<file path="src/rtl/pwm_pkg.sv">
// pwm_pkg: shared definitions for the PWM LED drivers and the PWM duty meter.
//   DUTY_BITS : duty resolution shared by the drivers and the meter
//   state_t   : duty meter FSM states
package pwm_pkg;

    localparam int DUTY_BITS = 8;

    typedef enum logic [1:0] {
        ST_IDLE = 2'd0,
        ST_ARM  = 2'd1,
        ST_HIGH = 2'd2,
        ST_LOW  = 2'd3
    } state_t;

endpackage

</file>
<file path="src/rtl/pwm_frac_div.sv">
// pwm_frac_div: sequential restoring divider, one quotient bit per cycle.
// Computes quot = floor(num * 2^DUTY_BITS / den), assuming num < den.
//   clk, rst_n : clock, async active-low reset
//   start      : load num/den and begin (ignored when abort is high)
//   abort      : drop any division in progress
//   num, den   : operands, sampled on start
//   busy       : division in progress
//   done       : high during the final iteration cycle; quot is valid then
//   quot       : final quotient (meaningful only while done is high)
module pwm_frac_div
    import pwm_pkg::*;
#(
    parameter int DUTY_BITS = pwm_pkg::DUTY_BITS,
    parameter int CNT_W     = 16
) (
    input  logic                 clk,
    input  logic                 rst_n,
    input  logic                 start,
    input  logic                 abort,
    input  logic [CNT_W-1:0]     num,
    input  logic [CNT_W-1:0]     den,
    output logic                 busy,
    output logic                 done,
    output logic [DUTY_BITS-1:0] quot
);

    localparam int CW = $clog2(DUTY_BITS + 1);

    logic [CNT_W-1:0]     rem_q, rem_d;
    logic [CNT_W-1:0]     den_q, den_d;
    // Holds the bits produced so far; the final bit is appended combinationally.
    logic [DUTY_BITS-2:0] quot_q, quot_d;
    logic [CW-1:0]        cnt_q, cnt_d;
    logic                 busy_q, busy_d;

    logic [CNT_W:0]       shifted;
    logic [CNT_W-1:0]     diff;
    logic                 ge;
    logic [DUTY_BITS-1:0] quot_step;

    always_comb begin
        shifted   = {rem_q, 1'b0};
        ge        = (shifted >= {1'b0, den_q});
        // Remainder stays below den, so the modular difference is exact.
        diff      = shifted[CNT_W-1:0] - den_q;
        quot_step = {quot_q, ge};

        rem_d  = rem_q;
        den_d  = den_q;
        quot_d = quot_q;
        cnt_d  = cnt_q;
        busy_d = busy_q;
        if (abort) begin
            busy_d = 1'b0;
        end else if (start) begin
            rem_d  = num;
            den_d  = den;
            quot_d = '0;
            cnt_d  = CW'(DUTY_BITS);
            busy_d = 1'b1;
        end else if (busy_q) begin
            rem_d  = ge ? diff : shifted[CNT_W-1:0];
            quot_d = quot_step[DUTY_BITS-2:0];
            cnt_d  = cnt_q - CW'(1);
            if (cnt_q == CW'(1)) begin
                busy_d = 1'b0;
            end
        end
    end

    always_ff @(posedge clk or negedge rst_n) begin
        if (!rst_n) begin
            rem_q  <= '0;
            den_q  <= '0;
            quot_q <= '0;
            cnt_q  <= '0;
            busy_q <= 1'b0;
        end else begin
            rem_q  <= rem_d;
            den_q  <= den_d;
            quot_q <= quot_d;
            cnt_q  <= cnt_d;
            busy_q <= busy_d;
        end
    end

    assign busy = busy_q;
    assign done = busy_q && (cnt_q == CW'(1));
    assign quot = quot_step;

endmodule

</file>
<file path="src/rtl/pwm_duty_meter.sv">
// pwm_duty_meter: measures high time and period of an asynchronous PWM input
// and reports duty = high * 2^DUTY_BITS / period. Lines without edges for
// TIMEOUT_CYCLES are reported as stuck (duty all ones or zero).
//   clk, rst_n : clock, async active-low reset
//   enable     : measurement enable; low returns the FSM to IDLE
//   pwm_in     : asynchronous PWM input
//   duty       : last duty result
//   high_time  : last measured high time (clk cycles)
//   period     : last measured period (clk cycles)
//   valid      : 1-cycle strobe, results updated
//   stuck      : last result came from a timeout
//   overrun    : 1-cycle strobe, a completed period was dropped (divider busy)
module pwm_duty_meter
    import pwm_pkg::*;
#(
    parameter int DUTY_BITS      = pwm_pkg::DUTY_BITS,
    parameter int CNT_W          = 16,
    parameter int TIMEOUT_CYCLES = 4096
) (
    input  logic                 clk,
    input  logic                 rst_n,
    input  logic                 enable,
    input  logic                 pwm_in,
    output logic [DUTY_BITS-1:0] duty,
    output logic [CNT_W-1:0]     high_time,
    output logic [CNT_W-1:0]     period,
    output logic                 valid,
    output logic                 stuck,
    output logic                 overrun
);

    localparam logic [CNT_W-1:0] TIMEOUT_CNT = CNT_W'(TIMEOUT_CYCLES);

    function automatic logic [CNT_W-1:0] sat_inc(input logic [CNT_W-1:0] v);
        return (v == '1) ? v : v + CNT_W'(1);
    endfunction

    logic s1_q, s2_q, s3_q;
    logic rise, fall, timeout;

    state_t               state_q, state_d;
    logic [CNT_W-1:0]     hcnt_q, hcnt_d, pcnt_q, pcnt_d;
    logic [CNT_W-1:0]     meas_h_q, meas_h_d, meas_p_q, meas_p_d;
    logic [DUTY_BITS-1:0] duty_q, duty_d;
    logic [CNT_W-1:0]     high_time_q, high_time_d, period_q, period_d;
    logic                 valid_q, valid_d, stuck_q, stuck_d, overrun_q, overrun_d;

    logic                 div_start, div_abort, div_busy, div_done;
    logic [DUTY_BITS-1:0] div_quot;

    pwm_frac_div #(.DUTY_BITS(DUTY_BITS), .CNT_W(CNT_W)) u_div (
        .clk   (clk),
        .rst_n (rst_n),
        .start (div_start),
        .abort (div_abort),
        .num   (hcnt_q),
        .den   (pcnt_q),
        .busy  (div_busy),
        .done  (div_done),
        .quot  (div_quot)
    );

    assign rise = s2_q & ~s3_q;
    assign fall = ~s2_q & s3_q;
    // An edge in the same cycle always beats the timeout.
    assign timeout = (pcnt_q == TIMEOUT_CNT) &&
                     (((state_q == ST_HIGH) && !fall) || ((state_q == ST_LOW) && !rise));

    // State register
    always_ff @(posedge clk or negedge rst_n) begin
        if (!rst_n) state_q <= ST_IDLE;
        else        state_q <= state_d;
    end

    // Next state
    always_comb begin
        state_d = state_q;
        if (!enable) begin
            state_d = ST_IDLE;
        end else begin
            case (state_q)
                ST_IDLE: state_d = ST_ARM;
                ST_ARM:  if (rise) state_d = ST_HIGH;
                ST_HIGH: if (fall) state_d = ST_LOW;  else if (timeout) state_d = ST_ARM;
                ST_LOW:  if (rise) state_d = ST_HIGH; else if (timeout) state_d = ST_ARM;
                default: state_d = ST_IDLE;
            endcase
        end
    end

    // Counters, divider control and result registers
    always_comb begin
        hcnt_d      = hcnt_q;
        pcnt_d      = pcnt_q;
        meas_h_d    = meas_h_q;
        meas_p_d    = meas_p_q;
        duty_d      = duty_q;
        high_time_d = high_time_q;
        period_d    = period_q;
        stuck_d     = stuck_q;
        valid_d     = 1'b0;
        overrun_d   = 1'b0;
        div_start   = 1'b0;
        div_abort   = 1'b0;

        if (!enable) begin
            hcnt_d    = '0;
            pcnt_d    = '0;
            div_abort = 1'b1;
        end else begin
            if (div_done) begin
                duty_d      = div_quot;
                high_time_d = meas_h_q;
                period_d    = meas_p_q;
                stuck_d     = 1'b0;
                valid_d     = 1'b1;
            end
            case (state_q)
                ST_ARM: begin
                    if (rise) begin
                        hcnt_d = CNT_W'(1);
                        pcnt_d = CNT_W'(1);
                    end
                end
                ST_HIGH: begin
                    if (fall) begin
                        pcnt_d = sat_inc(pcnt_q);
                    end else if (!timeout) begin
                        hcnt_d = sat_inc(hcnt_q);
                        pcnt_d = sat_inc(pcnt_q);
                    end
                end
                ST_LOW: begin
                    if (rise) begin
                        if (!div_busy) begin
                            div_start = 1'b1;
                            meas_h_d  = hcnt_q;
                            meas_p_d  = pcnt_q;
                        end else begin
                            overrun_d = 1'b1;
                        end
                        hcnt_d = CNT_W'(1);
                        pcnt_d = CNT_W'(1);
                    end else if (!timeout) begin
                        pcnt_d = sat_inc(pcnt_q);
                    end
                end
                default: ;
            endcase
            // Stuck report overrides any division finishing in the same cycle.
            if (timeout) begin
                duty_d      = (state_q == ST_HIGH) ? '1 : '0;
                high_time_d = '0;
                period_d    = '0;
                stuck_d     = 1'b1;
                valid_d     = 1'b1;
                div_abort   = 1'b1;
                hcnt_d      = '0;
                pcnt_d      = '0;
            end
        end
    end

    always_ff @(posedge clk or negedge rst_n) begin
        if (!rst_n) begin
            s1_q        <= 1'b0;
            s2_q        <= 1'b0;
            s3_q        <= 1'b0;
            hcnt_q      <= '0;
            pcnt_q      <= '0;
            meas_h_q    <= '0;
            meas_p_q    <= '0;
            duty_q      <= '0;
            high_time_q <= '0;
            period_q    <= '0;
            valid_q     <= 1'b0;
            stuck_q     <= 1'b0;
            overrun_q   <= 1'b0;
        end else begin
            s1_q        <= pwm_in;
            s2_q        <= s1_q;
            s3_q        <= s2_q;
            hcnt_q      <= hcnt_d;
            pcnt_q      <= pcnt_d;
            meas_h_q    <= meas_h_d;
            meas_p_q    <= meas_p_d;
            duty_q      <= duty_d;
            high_time_q <= high_time_d;
            period_q    <= period_d;
            valid_q     <= valid_d;
            stuck_q     <= stuck_d;
            overrun_q   <= overrun_d;
        end
    end

    assign duty      = duty_q;
    assign high_time = high_time_q;
    assign period    = period_q;
    assign stuck     = stuck_q;
    // Strobes are suppressed as soon as enable drops.
    assign valid     = valid_q & enable;
    assign overrun   = overrun_q & enable;

endmodule
</file>
<file path="config.mk">
export PLATFORM = sky130hd
export DESIGN_NAME = pwm_duty_meter
export DESIGN_NICKNAME = d
export VERILOG_FILES = /design/src/rtl/pwm_pkg.sv /design/src/rtl/pwm_frac_div.sv /design/src/rtl/pwm_duty_meter.sv
export SDC_FILE = /design/constraint.sdc
export NUM_CORES = 1
export LEC_CHECK = 0
export ABC_CLOCK_PERIOD_IN_PS = 2500
export BUFFER_PORTS_ARGS = -buffer_cell sky130_fd_sc_hd__buf_2
export CAP_MARGIN = 20
export CORE_MARGIN = 3
export CORE_UTILIZATION = 45
export CTS_CLUSTER_SIZE = 12
export DETAILED_ROUTE_END_ITERATION = 10
export SETUP_SLACK_MARGIN = 0.05
export SKIP_LAST_GASP = 1
export SYNTH_ARGS = -nofsm -noshare
export SYNTH_HDL_FRONTEND = slang
export SYNTH_SLANG_ARGS = --single-unit
</file>
<file path="constraint.sdc">
create_clock -name clk -period 2.5 [get_ports clk]
set_input_delay 0.5 -clock clk [delete_from_list [all_inputs] [get_ports clk]]
set_output_delay 0.5 -clock clk [all_outputs]
set_load 0.03 [all_outputs]
</file>
# [Word level (Yosys, flattened, before mapping)]
# Cells that the tools add are included.
[classes] add_sub_neg=4 order_cmp=1 eq_ne=14 mux=50 bitwise_logic=8 reduce_logical=17
[ops] cell="2-to-1 mux 16 bit" n=16
[ops] cell="case mux 16 bit (3 select lines)" n=1
[ops] cell="adder 16 x 1 -> 16 bit (second input constant)" n=2
[ops] cell="equality test 16 bit (second input constant)" n=2
[ops] cell="case mux 16 bit (2 select lines)" n=1
[ops] cell="2-to-1 mux 8 bit" n=3
[ops] cell="2-to-1 mux 1 bit" n=19
[ops] cell=">= comparator 17 x 16 -> 1 bit" n=1
[ops] cell="equality test 16 x 13 -> 1 bit (second input constant)" n=1
[ops] cell="subtractor 16 bit" n=1
[ops] cell="2-to-1 mux 7 bit" n=2
[ops] cell="!= test 4 bit (second input constant)" n=3
[ops] cell="2-to-1 mux 2 bit" n=5
[ops] cell="2-to-1 mux 4 bit" n=2
[ops] cell="!= test 4 x 2 -> 1 bit (second input constant)" n=2
[ops] cell="case mux 2 bit (4 select lines)" n=1
[ops] cell="AND reduction 2 bit" n=4
[ops] cell="AND reduction 4 bit" n=2
[ops] cell="!= test 5 x 1 -> 1 bit (second input constant)" n=1
[ops] cell="AND 1 bit" n=4
[ops] cell="equality test 2 bit (second input constant)" n=2
[ops] cell="equality test 4 x 1 -> 1 bit (second input constant)" n=1
[ops] cell="logical AND 1 bit" n=4
[ops] cell="NOT 1 bit" n=4
[ops] cell="other kinds (8)" n=10
[totals] register_bits=156 in_bits=4 out_inout_bits=43 word_cells=113

# [Logic depth before layout (Yosys ltp)]
[logic_depth] word_depth=10 depth_mapped=12 mapped_depth_nobuf=11

# [By module]
# Synthesis repeated with hierarchy kept, for this count alone.
[unflattened] cells_unflattened=785 hier_area_um2=8135.3
[modules_own_cells] module="pwm_duty_meter" instances=1 cells_each=434 area_per_inst_um2=5106.1 seq_area_each_um2=2802.7
[modules_own_cells] module="pwm_frac_div" instances=1 cells_each=351 area_per_inst_um2=3029.2 seq_area_each_um2=1101.1

# [Least setup slack after synthesis]
# No wires, ideal clock.
[synth_timing] path_kind="flip-flop to flip-flop" from="register u_div.rem_q[13]" to="register u_div.rem_q[1]" setup_time_ps=131 arrival_time_ps=2242 required_ps=2369 setup_slack_ps=127 path_stages_with_launch=11 n_path_buf=1 period_less_slack_ps=2373 cell_sequence="dfrtp_1 > ha_1 > a21o_1 > a211oi_1 > a21boi_0 > nand2_1 > o21ai_1 > clkbuf_1 > nor2_1 > a21oi_1 > o211ai_1"
[synth_between] elab_chain_len=4
[synth_rtl] element="start, declared" line="pwm_frac_div.sv:29" source="logic [CNT_W-1:0] rem_q, rem_d;"
[synth_rtl] element="start signal, assigned" line="pwm_frac_div.sv:79" source="rem_q <= rem_d;"
[synth_rtl] element=">= comparator 17 x 16 -> 1 bit" line="pwm_frac_div.sv:43" source="ge = (shifted >= {1'b0, den_q});"
[synth_rtl] element="2-to-1 mux 16 bit" line="pwm_frac_div.sv:62" source="rem_d = ge ? diff : shifted[CNT_W-1:0];"
[synth_rtl] element="2-to-1 mux 16 bit" line="pwm_frac_div.sv:61" source="end else if (busy_q) begin"
[synth_rtl] element="2-to-1 mux 16 bit" line="pwm_frac_div.sv:55" source="end else if (start) begin"
# No other way between the ends. The select of a mux whose other input is x is not followed.
# A chain may end at the register's enable or synchronous reset.

# [Worst setup path after layout]
[layout_timing] from="register u_div.rem_q[4]" to="register u_div.rem_q[15]"
[layout_between] elab_chain_len=4 word_cells_on_any_way=5 cone_classes="add/sub (1); order compare (1); mux (3)"
[layout_rtl] element="subtractor 16 bit or >= comparator 17 x 16 -> 1 bit (tied branches)" line="pwm_frac_div.sv:45, pwm_frac_div.sv:43"
[layout_rtl] element="2-to-1 mux 16 bit *" line="pwm_frac_div.sv:62"
[layout_rtl] element="2-to-1 mux 16 bit *" line="pwm_frac_div.sv:61"
[layout_rtl] element="2-to-1 mux 16 bit *" line="pwm_frac_div.sv:55"
# Every way passes the cells marked *; elsewhere a longest branch is shown, timed or not. The select of a mux whose other input is x is not followed.

==> metrics.md <==
| Metric | Value |
|---|---|
| CTS Sinks | about 160 |
| Post-Syn Instances | between 700 and 800 |
| Vias per cell | between 5 and 6 |
| Dominant cell type by area after synthesis | dfrtp_1 |
| Non-Filler Cell Area, Final | roughly 9000 um2 |
| Critical path type | reg -> reg |
| Max-slew violation count | 0 |
| Synth unique cells | 58 |
| Wire length on met2 | a little under 9 mm |
| All-Layer GR Usage | around a fifth |
| Htree depth | 4 |
| CP endpoint kind | register |
| Commonest non-fill, non-tap cell in the layout | dfrtp_1 |
| Final #Nets | 866 |
| Post-place setup slack | -0.0656 ns |
| Worst-margin pin slew | around 0.46 ns |
| Endpoints failing setup | 0 |
| Crit path time final | around 2.5 ns |
| Share of post-route cells with drive strength above 1 | roughly a fifth |
| Starting Density | approximately 46% |
| Initial antenna violation count | 0 |
| Yosys Warn Count | 0 |
| Drt pass-1 iters | 5 |
| Drt drc | 0 |
| Commonest non-fill, non-tap cells in the layout | dfrtp_1, nand2_1, o21ai_0 |
| Post-synthesis instance area | 7320 um2 |
| GR Overflow Total | 0 |
| PnR worst setup slack | 0.0443 ns |
| Critical Path RT | 2.80 ns |
| Fin util | 56.4% |
| Dpl cell area | 8150 um2 |
| Outcome | finished, final reports clean |
| Share of the synthesized area in the top cell type | 53.3% |
| Core ar. | 15900 um2 |
| Synth async-reset ratio | 100% |
| RSZ-0062 raised after global routing | true |
| First-pass GRT wire length | 30.0 mm |
| Detailed placement HPWL | around 13 mm |
| DP Cell Count | ~1000 |
| # hold bufs at CTS | 0 |
| PwrDens | approximately 640 nW/um2 |
| Critical path fanouts, max | 6 |
| Vias in the first global route | 5741 |
| CTS clk-pin slew, worst paths | roughly 0.060 ns |
| Worst Skew | 0.00863 ns |
| DR top layer | met4 |
| CTS tree | yes |
| End of the critical path | u_div.rem_q[15]$_DFFE_PN0P_ |
| DRT antenna net count | 0 |
| Port Buffers | between 40 and 50 |
| Setup TNS | 0 ns |
| Num CTS Buffers | 17 |
| Syn Nets | 773 |
| Root buf cell | clkbuf_16 |
| Worst VDD drop | between 0.0004 and 0.0005 V |
| Die footprint | roughly 18000 um2 |
| Fin crit share | a little over nine tenths |
| Worst R2R Path Depth | 9 |
| Synthesis-stage register bit count | around 160 |
| Crit path launch type | register |
| Num rows | 46 |
| Final hold violation count | 0 |
| Worst r2r src | u_div.rem_q[4]$_DFFE_PN0P_ |
| Sequential fraction of the synthesis area | between 50% and 60% |
| Worst-Skew Late Latency | approximately 0.42 ns |
| Drt wl/cell | approximately 18 um |
| IO Pins | 47 |
| Crit. Startpoint | u_div.rem_q[4]$_DFFE_PN0P_ |
| Leak | ~4.4 nW |
| Syn Area/Cell | 9.80 um2 |
| Max Clk Rate | a little over 400 MHz |
| Die X | 134 um |
| RePlAce Congestion | roughly 0.97 |
| Post-Route WL | 18.8 mm |
| Die height | approximately 130 um |
| Finished Layout Cells | approximately 1100 |
| Largest net degree at the start of global routing | just under 60 |
| Worst flop-to-flop path endpoint | u_div.rem_q[15]$_DFFE_PN0P_ |
| Synth Flop Type | dfrtp_1 |
| Wire length on met1 | between 8 and 9 mm |
| Critical Path AT | about 2.8 ns |
| Number of synthesized flops with an enable pin | 0 |
| Filler cells | ~1400 |
| Synthesis-to-finish area growth | 22.4% |
| Reg2reg setup slack | about 0.044 ns |
| DR WL met3 | roughly 800 um |
| Area contributors post-synth | dfrtp_1, nand2_1, a22o_1 |
| Max Cap Viol | 0 |
| Routed vias | slightly below 6000 |
| Tightest Hold Check Type | in -> async |
| Slew Limit Headroom | ~69% |
| DRT iter0 DRCs | approximately 510 |
| Diodes inserted | 0 |
| Max Buffers Root-to-Sink | 2 |
repair_timing:
item	in CTS	in global routing
setup buffers	0	8
gates cloned	0	2
pin swaps	0	10
resized for setup	4	35
endpoints found under the setup margin	17	67
routing by layer:
layer / vias up / global-route usage [%]
met4: 0 / 5.54
met1: 2958 / 30.2
met2: 160 / 33.4
met3: 27 / 3.85
met5: - / 0
li1: 2810 / -
through the flow:
stage	hold WS, ns	total power, mW
4_1_cts	0.0145	5.73
6_report	0.00288	5.75
5_1_grt	0.0336	6.00
3_3_place_gp	0.345	3.20
2_1_floorplan	0.204	3.03
3_5_place_dp	0.345	3.22
logic make-up after synthesis:
group,Yosys count,synth area share [%]
AOI/OAI and AO/OA,192,17.7
muxes,7,0.991
xor gates and xnor gates,27,3.23
DFF,156,53.3
adders and majority gates,23,4.00
and+or+nand+nor,276,17.2
buffers and inverters,66,3.55
flip-flops by register name (all words and copies together), names as in the netlist, 2 cells and up:
name,count
duty,8
hcnt_q,16
high_time,16
meas_h_q,16
meas_p_q,16
pcnt_q,16
period,16
state_q,2
u_div.cnt_q,4
u_div.den_q,16
u_div.quot_q,7
u_div.rem_q,16
final cells by class:
class / instances / area (um2) / area share (%)
Sequential cell: 156 / 3900 / 43.5
Multi-Input combinational cell: 526 / 3330 / 37.2
Timing Repair Buffer: 105 / 757 / 8.44
Clock buffer: 18 / 439 / 4.90
Tap cell: 216 / 270 / 3.01
Clock inverter: 14 / 135 / 1.51
Inverter: 34 / 128 / 1.42
worst min path at each step:
stage | slack (ns) | startpoint | endpoint
2_1_floorplan | 0.20 | rst_n | duty[0]$_DFFE_PN0P_
3_3_place_gp | 0.35 | s1_q$_DFF_PN0_ | s2_q$_DFF_PN0_
3_5_place_dp | 0.35 | s1_q$_DFF_PN0_ | s2_q$_DFF_PN0_
4_1_cts | 0.01 | rst_n | period[2]$_DFFE_PN0P_
5_1_grt | 0.03 | rst_n | period[2]$_DFFE_PN0P_
6_report | 0.003 | rst_n | period[2]$_DFFE_PN0P_
report_power, final:
part	switching [mW]	internal, mW
logic	0.336	0.232
clock network	1.08	1.41
registers	0.0632	2.62
worst max-delay path, stage by stage, from the launching register on:
cell and delay, ns:
dfrtp_1 0.41, ha_1 0.38, o311a_1 0.34, o21a_1 0.17, o31a_1 0.19, buf_4 0.19
a211oi_2 0.24, o21bai_1 0.13, xnor2_1 0.19, o21ai_1 0.10
cells in the mapped netlist, types with 5 or more instances:
cell type	count
dfrtp_1	156
nand2_1	146
o21ai_0	57
nor2_1	47
a22o_1	42
inv_1	34
a21oi_1	33
clkbuf_1	23
ha_1	21
nand3_1	21
xor2_1	15
xnor2_1	12
and3_1	9
o211ai_1	9
or3_1	8
a21o_1	7
buf_2	7
nand4_1	7
nor2b_1	6
nor3_1	6
a211oi_1	5
a22oi_1	5
a31oi_1	5
mux2i_1	5
nand2b_1	5
o21a_1	5
Note: power is estimated with default switching activity, not from simulation.
